[config.mk]
export PLATFORM = sky130hd
export DESIGN_NAME = rand_arbiter
export DESIGN_NICKNAME = d
export VERILOG_FILES = /design/src/rtl/rand_arb_pkg.sv /design/src/rtl/rand_arb_lfsr.sv /design/src/rtl/rand_arbiter.sv
export SDC_FILE = /design/constraint.sdc
export NUM_CORES = 1
export LEC_CHECK = 0
export ABC_AREA = 0
export CELL_PAD_IN_SITES_DETAIL_PLACEMENT = 1
export CELL_PAD_IN_SITES_GLOBAL_PLACEMENT = 1
export CORE_MARGIN = 2
export CORE_UTILIZATION = 35
export CTS_CLUSTER_DIAMETER = 60
export DETAILED_ROUTE_END_ITERATION = 8
export PLACE_DENSITY = 0.86
export SLEW_MARGIN = 20
export SYNTH_ARGS = -nofsm -noshare
export SYNTH_HDL_FRONTEND = slang
export SYNTH_HIERARCHICAL = 1
export SYNTH_SLANG_ARGS = --single-unit
[constraint.sdc]
create_clock -name clk -period 1.85 [get_ports clk]
set_input_delay 0.185 -clock clk [delete_from_list [all_inputs] [get_ports clk]]
set_output_delay 0.185 -clock clk [all_outputs]
set_load 0.01 [all_outputs]
[src/rtl/rand_arb_pkg.sv]
// Shared types, constants and round-robin search for the random-value arbiter.
package rand_arb_pkg;

  localparam int unsigned LFSR_W  = 3;
  localparam int unsigned MAX_REQ = 8;

  localparam logic [LFSR_W-1:0] SEED_DEFAULT = 3'b001;
  // Loaded instead of an all-zero seed, which would lock the LFSR up.
  localparam logic [LFSR_W-1:0] LOCKUP_SUB   = 3'b001;

  typedef enum logic [1:0] {
    ST_IDLE,
    ST_GRANT,
    ST_LOAD
  } arb_state_e;

  typedef struct packed {
    logic       valid;
    logic [2:0] idx;
  } rr_pick_t;

  // First set request at or after (last+1) mod nreq, wrapping around.
  function automatic rr_pick_t rr_search(input logic [MAX_REQ-1:0] req,
                                         input logic [2:0]         last,
                                         input int unsigned        nreq);
    rr_pick_t    r;
    int unsigned idx;
    r = '0;
    for (int unsigned i = 0; i < MAX_REQ; i++) begin
      if (i < nreq) begin
        idx = (32'(last) + 32'd1 + i) % nreq;
        if (!r.valid && req[idx]) begin
          r.valid = 1'b1;
          r.idx   = idx[2:0];
        end
      end
    end
    return r;
  endfunction

endpackage

[src/rtl/rand_arb_lfsr.sv]
// Fibonacci LFSR with synchronous reseed; an all-zero seed is replaced.
module rand_lfsr
  import rand_arb_pkg::*;
#(
  parameter int unsigned      WIDTH = LFSR_W,
  parameter logic [WIDTH-1:0] SEED  = SEED_DEFAULT
) (
  input  logic             clk,
  input  logic             rst_n,
  input  logic             load,
  input  logic [WIDTH-1:0] seed,
  input  logic             adv,
  output logic [WIDTH-1:0] q
);

  logic [WIDTH-1:0] lfsr_d, lfsr_q;

  // Next value: reseed has priority over advance.
  always_comb begin
    lfsr_d = lfsr_q;
    if (load) begin
      lfsr_d = (seed == '0) ? WIDTH'(LOCKUP_SUB) : seed;
    end else if (adv) begin
      lfsr_d = {lfsr_q[WIDTH-2:0], lfsr_q[WIDTH-1] ^ lfsr_q[WIDTH-2]};
    end
  end

  // LFSR state register.
  always_ff @(posedge clk or negedge rst_n) begin
    if (!rst_n) lfsr_q <= SEED;
    else        lfsr_q <= lfsr_d;
  end

  assign q = lfsr_q;

endmodule

[src/rtl/rand_arbiter.sv]
// Round-robin arbiter handing out one LFSR value per registered grant.
// Optional grant counter enabled by defining RAND_ARB_STATS_EN.
module rand_arbiter
  import rand_arb_pkg::*;
#(
  parameter int unsigned      NREQ  = 4,
  parameter int unsigned      WIDTH = LFSR_W,
  parameter logic [WIDTH-1:0] SEED  = SEED_DEFAULT
) (
  input  logic             clk,
  input  logic             rst_n,
  input  logic             load,
  input  logic [WIDTH-1:0] seed,
  input  logic [NREQ-1:0]  req,
  output logic [NREQ-1:0]  gnt,
  output logic [WIDTH-1:0] q,
  output logic             busy
`ifdef RAND_ARB_STATS_EN
  ,
  output logic [7:0]       grant_cnt
`endif
);

  arb_state_e         state_d, state_q;
  logic [NREQ-1:0]    gnt_d, gnt_q;
  logic [WIDTH-1:0]   q_d, q_q;
  logic [2:0]         last_d, last_q;
  logic [WIDTH-1:0]   lfsr_val;
  logic               adv;
  logic [MAX_REQ-1:0] req_ext;
  rr_pick_t           pick;

  rand_lfsr #(
    .WIDTH (WIDTH),
    .SEED  (SEED)
  ) u_lfsr (
    .clk   (clk),
    .rst_n (rst_n),
    .load  (load),
    .seed  (seed),
    .adv   (adv),
    .q     (lfsr_val)
  );

  // Widen requests to the search function's fixed width.
  always_comb begin
    req_ext           = '0;
    req_ext[NREQ-1:0] = req;
    pick              = rr_search(req_ext, last_q, NREQ);
  end

  // Next state, grant and value capture; load overrides every request.
  always_comb begin
    state_d = state_q;
    gnt_d   = '0;
    q_d     = '0;
    last_d  = last_q;
    adv     = 1'b0;
    if (load) begin
      state_d = ST_LOAD;
    end else if (state_q == ST_LOAD) begin
      state_d = ST_IDLE;
    end else if (pick.valid) begin
      state_d = ST_GRANT;
      gnt_d   = NREQ'(1) << pick.idx;
      q_d     = lfsr_val;
      last_d  = pick.idx;
      adv     = 1'b1;
    end else begin
      state_d = ST_IDLE;
    end
  end

  // State, grant, value and round-robin pointer registers.
  always_ff @(posedge clk or negedge rst_n) begin
    if (!rst_n) begin
      state_q <= ST_IDLE;
      gnt_q   <= '0;
      q_q     <= '0;
      last_q  <= 3'(NREQ - 1);
    end else begin
      state_q <= state_d;
      gnt_q   <= gnt_d;
      q_q     <= q_d;
      last_q  <= last_d;
    end
  end

  assign gnt  = gnt_q;
  assign q    = q_q;
  assign busy = (state_q == ST_LOAD);

`ifdef RAND_ARB_STATS_EN
  logic [7:0] cnt_d, cnt_q;

  // Saturating grant count, held at zero while reseeding.
  always_comb begin
    cnt_d = cnt_q;
    if (state_d == ST_LOAD)               cnt_d = '0;
    else if (adv && (cnt_q != 8'hFF))     cnt_d = cnt_q + 8'd1;
  end

  // Grant counter register.
  always_ff @(posedge clk or negedge rst_n) begin
    if (!rst_n) cnt_q <= '0;
    else        cnt_q <= cnt_d;
  end

  assign grant_cnt = cnt_q;
`endif

endmodule

# After elaboration in Yosys (flattened, before gate mapping)

Cells that the tools add are included.
W data, S select, Z words.

Flip-flop bits (word level): 14
Latch bits: 0
Bits in writable memories: 0
Memory bits (read-only): 0
Input port bits: 10
Word-level logic and storage cells: 54
Memories: 0

$add $sub $neg: 4
Multiply operators: 0
Div/mod/pow operators: 0
Order comparisons: 4
Equal/unequal tests: 1
Shift-type cells: 1
Mux-type cells: 27
Bitwise gates (word level): 3
Reductions and logical operators: 9

Operator list:

| kind                  | number |
|---|---|
| $mux W4               | 7 |
| $mux W3               | 6 |
| $lt A2 B4 Y1 const B  | 4 |
| $mux W1               | 9 |
| $bmux W1 S2           | 4 |
| $add A2 B1 Y2 const B | 2 |
| $add A2 B2 Y2 const B | 2 |
| $shl A1 B3 Y4 const A | 1 |
| $logic_and A1 B1 Y1   | 3 |
| $logic_not A1 Y1      | 3 |
| $logic_not A3 Y1      | 1 |
| $reduce_and A3 Y1     | 1 |
| $eq A2 B2 Y1 const B  | 1 |
| $mux W2               | 1 |
| $not A1 Y1            | 2 |
| $reduce_bool A2 Y1    | 1 |
| $xor A1 B1 Y1         | 1 |

# Depth between registers and ports, before layout

Gate-level depths: netlist of the first run.

Depth in word-level cells: 18
Mapped depth: 5
Mapped depth without buffers: 5

# Cells and area by module

Netlist of the first run, hierarchy kept.

Modules (own cells, without submodules):

| module       | times used | cells each | area an instance (um2) | sequential area each (um2) |
|---|---|---|---|---|
| rand_arbiter | 1          | 37         | 491.7                  | 277.8 |
| rand_lfsr    | 1          | 14         | 146.4                  | 76.3 |

# Worst setup path before layout of the first run

No wires, ideal clock.

Path kind: reg-to-reg
From: register state_q[1]
To: register last_q[1]
Library setup time: 82 ps
Arrival time: 1299 ps
Data required time: 1768 ps
Slack: 469 ps
Cell stages (with the launch flop): 5
Path buffers: 0
Cells stage by stage: dfrtp_1 -> nor2b_1 -> or3_4 -> inv_4 -> mux2_4

Longest elaborated chain between the ends: 3

Ends and longest elaborated chain:

| element                            | RTL line           | RTL |
|---|---|---|
| start, declared                    | rand_arbiter.sv:24 | `arb_state_e state_d, state_q;` |
| start signal, assigned             | rand_arbiter.sv:82 | `state_q <= state_d;` |
| $eq A2 B2 Y1                       | --                 |  |
| named net busy                     | rand_arbiter.sv:17 | `output logic busy` |
| $not A1 Y1 (no source line)        | --                 |  |
| $reduce_and A3 Y1 (no source line) | --                 |  |
| end signal, assigned               | rand_arbiter.sv:80 | `last_q <= 3'(NREQ - 1);` |
| end signal, assigned               | rand_arbiter.sv:85 | `last_q <= last_d;` |
| end, declared                      | rand_arbiter.sv:27 | `logic [2:0] last_d, last_q;` |

The timed path passes the listed nets, and every way through them passes these cells.
A chain may end at the register's enable or synchronous reset.

# Worst setup path in the final report of the first run

From: register state_q[0]
To: output port busy

Longest elaborated chain between the ends: 1

Ends and longest elaborated chain:

| element       | RTL line           | RTL |
|---|---|---|
| $eq A2 B2 Y1  | rand_arbiter.sv:91 | `assign busy = (state_q == ST_LOAD);` |
| end, declared | rand_arbiter.sv:17 |  |

Every way passes these cells.

==> flow_metrics.tcl, run 1 <==
set metrics [dict create \
    status "completed" \
    r2r-start "last_q[1]$_DFFE_PN1P_" \
    startpoint "state_q[0]$_DFF_PN0_" \
    finalNetCount 84 \
    final_common_cell "clkdlybuf4s50_1" \
    r2r-end "gnt[2]$_DFF_PN0_" \
    dieArea_um2 2181 \
    layout_common_cells "17 x clkdlybuf4s50_1, 11 x dfrtp_1" \
    fin_area_um2 873.3 \
    grt_setup_unrepaired "false" \
    cp-endpoint "busy" \
    critPathCaptureType "output pin" \
    setup_viol 0 \
    r2r_slack_ns 0.33 \
    critPathTopFamily "buffers and inverters" \
    final-hold-violation-count 0 \
    antenna_found_initial 0 \
    syn-num-nets 61 \
    post_cts_buffers 0 \
    layout_min_cycle_time_ns 1.595 \
    slowest_stage "clkdlybuf4s50_1" \
    cts_tree "yes" \
    leakage_nw 0.3671 \
    grt_pass1_wl_um 2387 \
    cts.clk_slew.worst_paths_ns 0.09 \
    crit_type "flop to output pin" \
    gp_congestion 0.7328 \
    seq_area_frac_synth_pct 55.49 \
    start_util_pct 36.96 \
    first_pass_iters 4 \
    cts-root-buf "clkbuf_4" \
    num_antenna_cells 0 \
    p_total_mw 0.8022 \
    tns_ns 0 \
    drv_slew 0 \
    clockBufferDepth 2 \
    wl_um 1419 \
    htreeDepth 1 \
    final_antenna_net_count 0 \
    clkLatencyLatePin_ns 0.28 \
    die_y_um 46.70 \
    clkSinkCount 14 \
    worst_pin_slew_ns 0.6045 \
    critPathMaxStageDelay_ns 0.58 \
    grt_pass1_vias 510 \
    fillers 198 \
    worst_slack_ns 0.2552 \
    hold_ws_ns 0.2796 \
    stdcell_count 98 \
    drive_above_1_share_pct 27.40 \
    peakVddDrop_uv 438.5 \
    io_pins 18 \
    ys_seq_elements 14 \
    vias 472 \
    avgViaCountPerCell 4.816 \
    die_w_um 46.70 \
    synthDistinctLibCells 27 \
    yosys_warnings 6 \
    power_density_nw_per_um2 918.5 \
    dp_cells 94 \
    cp.depth 2 \
    synth_cells 51 \
    remaining_drc_errors 0 \
    fin_util_pct 50.58 \
    holdBufCountCts 0 \
    grt_overflow 0 \
    crit_chain "nor2b_1, clkdlybuf4s50_1" \
    crit_fanout 3 \
    grt_use_total_pct 15.61 \
    cts_resized 0 \
    cp.required_ns 1.66 \
    grt_start_max_net_pins 15 \
    cp.buffers_inverters 1 \
    cp_data_arrival_time_ns 1.41 \
    dp_hpwl_um 1131 \
    rows 15 \
    fin_worst_skew_ns 0.01209 \
    placed_area_um2 847.1 \
    rr_worst_depth 3 \
    first_iter_violations 2 \
    wl_per_cell_um 14.48 \
    syn_to_final_growth_pct 36.86 \
    pre_cts_ws_ns 0.1088 \
    cp-start-kind "flop" \
    core-area_um2 1727 \
    syn_area_per_cell_um2 12.51 \
    max_freq_mhz 627.0 \
    drv_cap 0 \
    cts_inserted_buffers 3 \
    io_buffers 17 \
    netlist_area_um2 638.1 \
    period_share_pct 86.21 \
    min_path_type "primary input to async pin" \
    slew_headroom_pct 59.57 \
]
## routing by layer
layer	up-vias	global-route usage, %	part of all wire, %
li1	229	-	-
met1	235	21.01	46
met2	8	26.67	53
met3	0	1.176	1.2
met4	0	5.000	0
met5	-	0	0
## worst register-to-register path, stage by stage (launching register included)
cell and delay, ns:
dfstp_2 0.61, mux2_2 0.36, a22oi_2 0.21, and4_2 0.28
## synthesized netlist by cell type, drive strengths merged
| cell | n | area (um2) |
|---|---|---|
| dfrtp | 11 | 275.3 |
| o21ai | 4 | 20.01 |
| and2 | 3 | 22.52 |
| dfstp | 3 | 78.83 |
| mux2i | 3 | 30.03 |
| a211oi | 2 | 15.01 |
| a31oi | 2 | 12.51 |
| and4 | 2 | 20.02 |
| inv | 2 | 10.01 |
| mux2 | 2 | 26.27 |
| nand2 | 2 | 7.510 |
| nor2 | 2 | 7.510 |
| nor2b | 2 | 12.51 |
| a21boi | 1 | 7.510 |
| a21o | 1 | 7.510 |
| a22oi | 1 | 12.51 |
| a31o | 1 | 8.760 |
| nand2b | 1 | 6.260 |
| nand3b | 1 | 7.510 |
| nor4 | 1 | 12.51 |
| o21bai | 1 | 7.510 |
| o31a | 1 | 10.01 |
| or3 | 1 | 11.26 |
| xor2 | 1 | 8.760 |
## cell families (layout without fill, tap and decap cells)
group / after synthesis / after routing / share of synthesized area (%)
AND/OR/NAND/NOR: 15 / 15 / 16.86
multiplexers: 5 / 5 / 8.823
flip-flops: 14 / 14 / 55.49
buffers and inverters: 2 / 24 / 1.569
XOR/XNOR: 1 / 1 / 1.373
AO/OA/AOI/OAI: 14 / 14 / 15.88
## cell type report
| type | instances | area [um2] | share of cell area (%) |
|---|---|---|---|
| repair buffers | 18 | 177.7 | 20.34 |
| clock buffers | 4 | 26.28 | 3.009 |
| inverters | 2 | 10.01 | 1.146 |
| well taps | 25 | 31.28 | 3.582 |
| flip-flops and latches | 14 | 354.1 | 40.54 |
| multi-input cells | 35 | 274.0 | 31.38 |
## state kept, by name (all words and copies together) (netlist names)
name,count
gnt,4
state_q,2
u_lfsr/q,3
last_q,2
q,3
## where the power goes
part	total (mW)	internal, mW	switching, mW	leakage [nW]
clock network	0.181	0.0834	0.0975	0.0150
logic	0.222	0.123	0.0992	0.177
registers	0.399	0.361	0.0384	0.175
total	0.802	0.567	0.235	0.367
## worst min-delay path by stage
stage,endpoint,from,slack (ns),cells past startpoint
after floorplan,gnt[0]$_DFF_PN0_,rst_n,-0.11,0
after global placement,q[2]$_DFF_PN0_,u_lfsr/q[2]$_DFFE_PN0P_,0.54,1
after detailed placement,q[2]$_DFF_PN0_,u_lfsr/q[2]$_DFFE_PN0P_,0.55,1
after CTS,q[0]$_DFF_PN0_,rst_n,0.31,1
after global routing,q[1]$_DFF_PN0_,rst_n,0.31,1
final,q[0]$_DFF_PN0_,rst_n,0.28,1
(Power assumes the default switching activity.)
==> run 2: changes to the inputs <==
- MAX_ROUTING_LAYER: default -> met4
==> results of run 2 <==
Same layout as run 1: the final DEF is identical, and so are final timing and power.
Main changes from that run: final weighted congestion in routability-driven placement 0.7328 -> 0.7417; overall routing resource usage 15.61% -> 16.13%
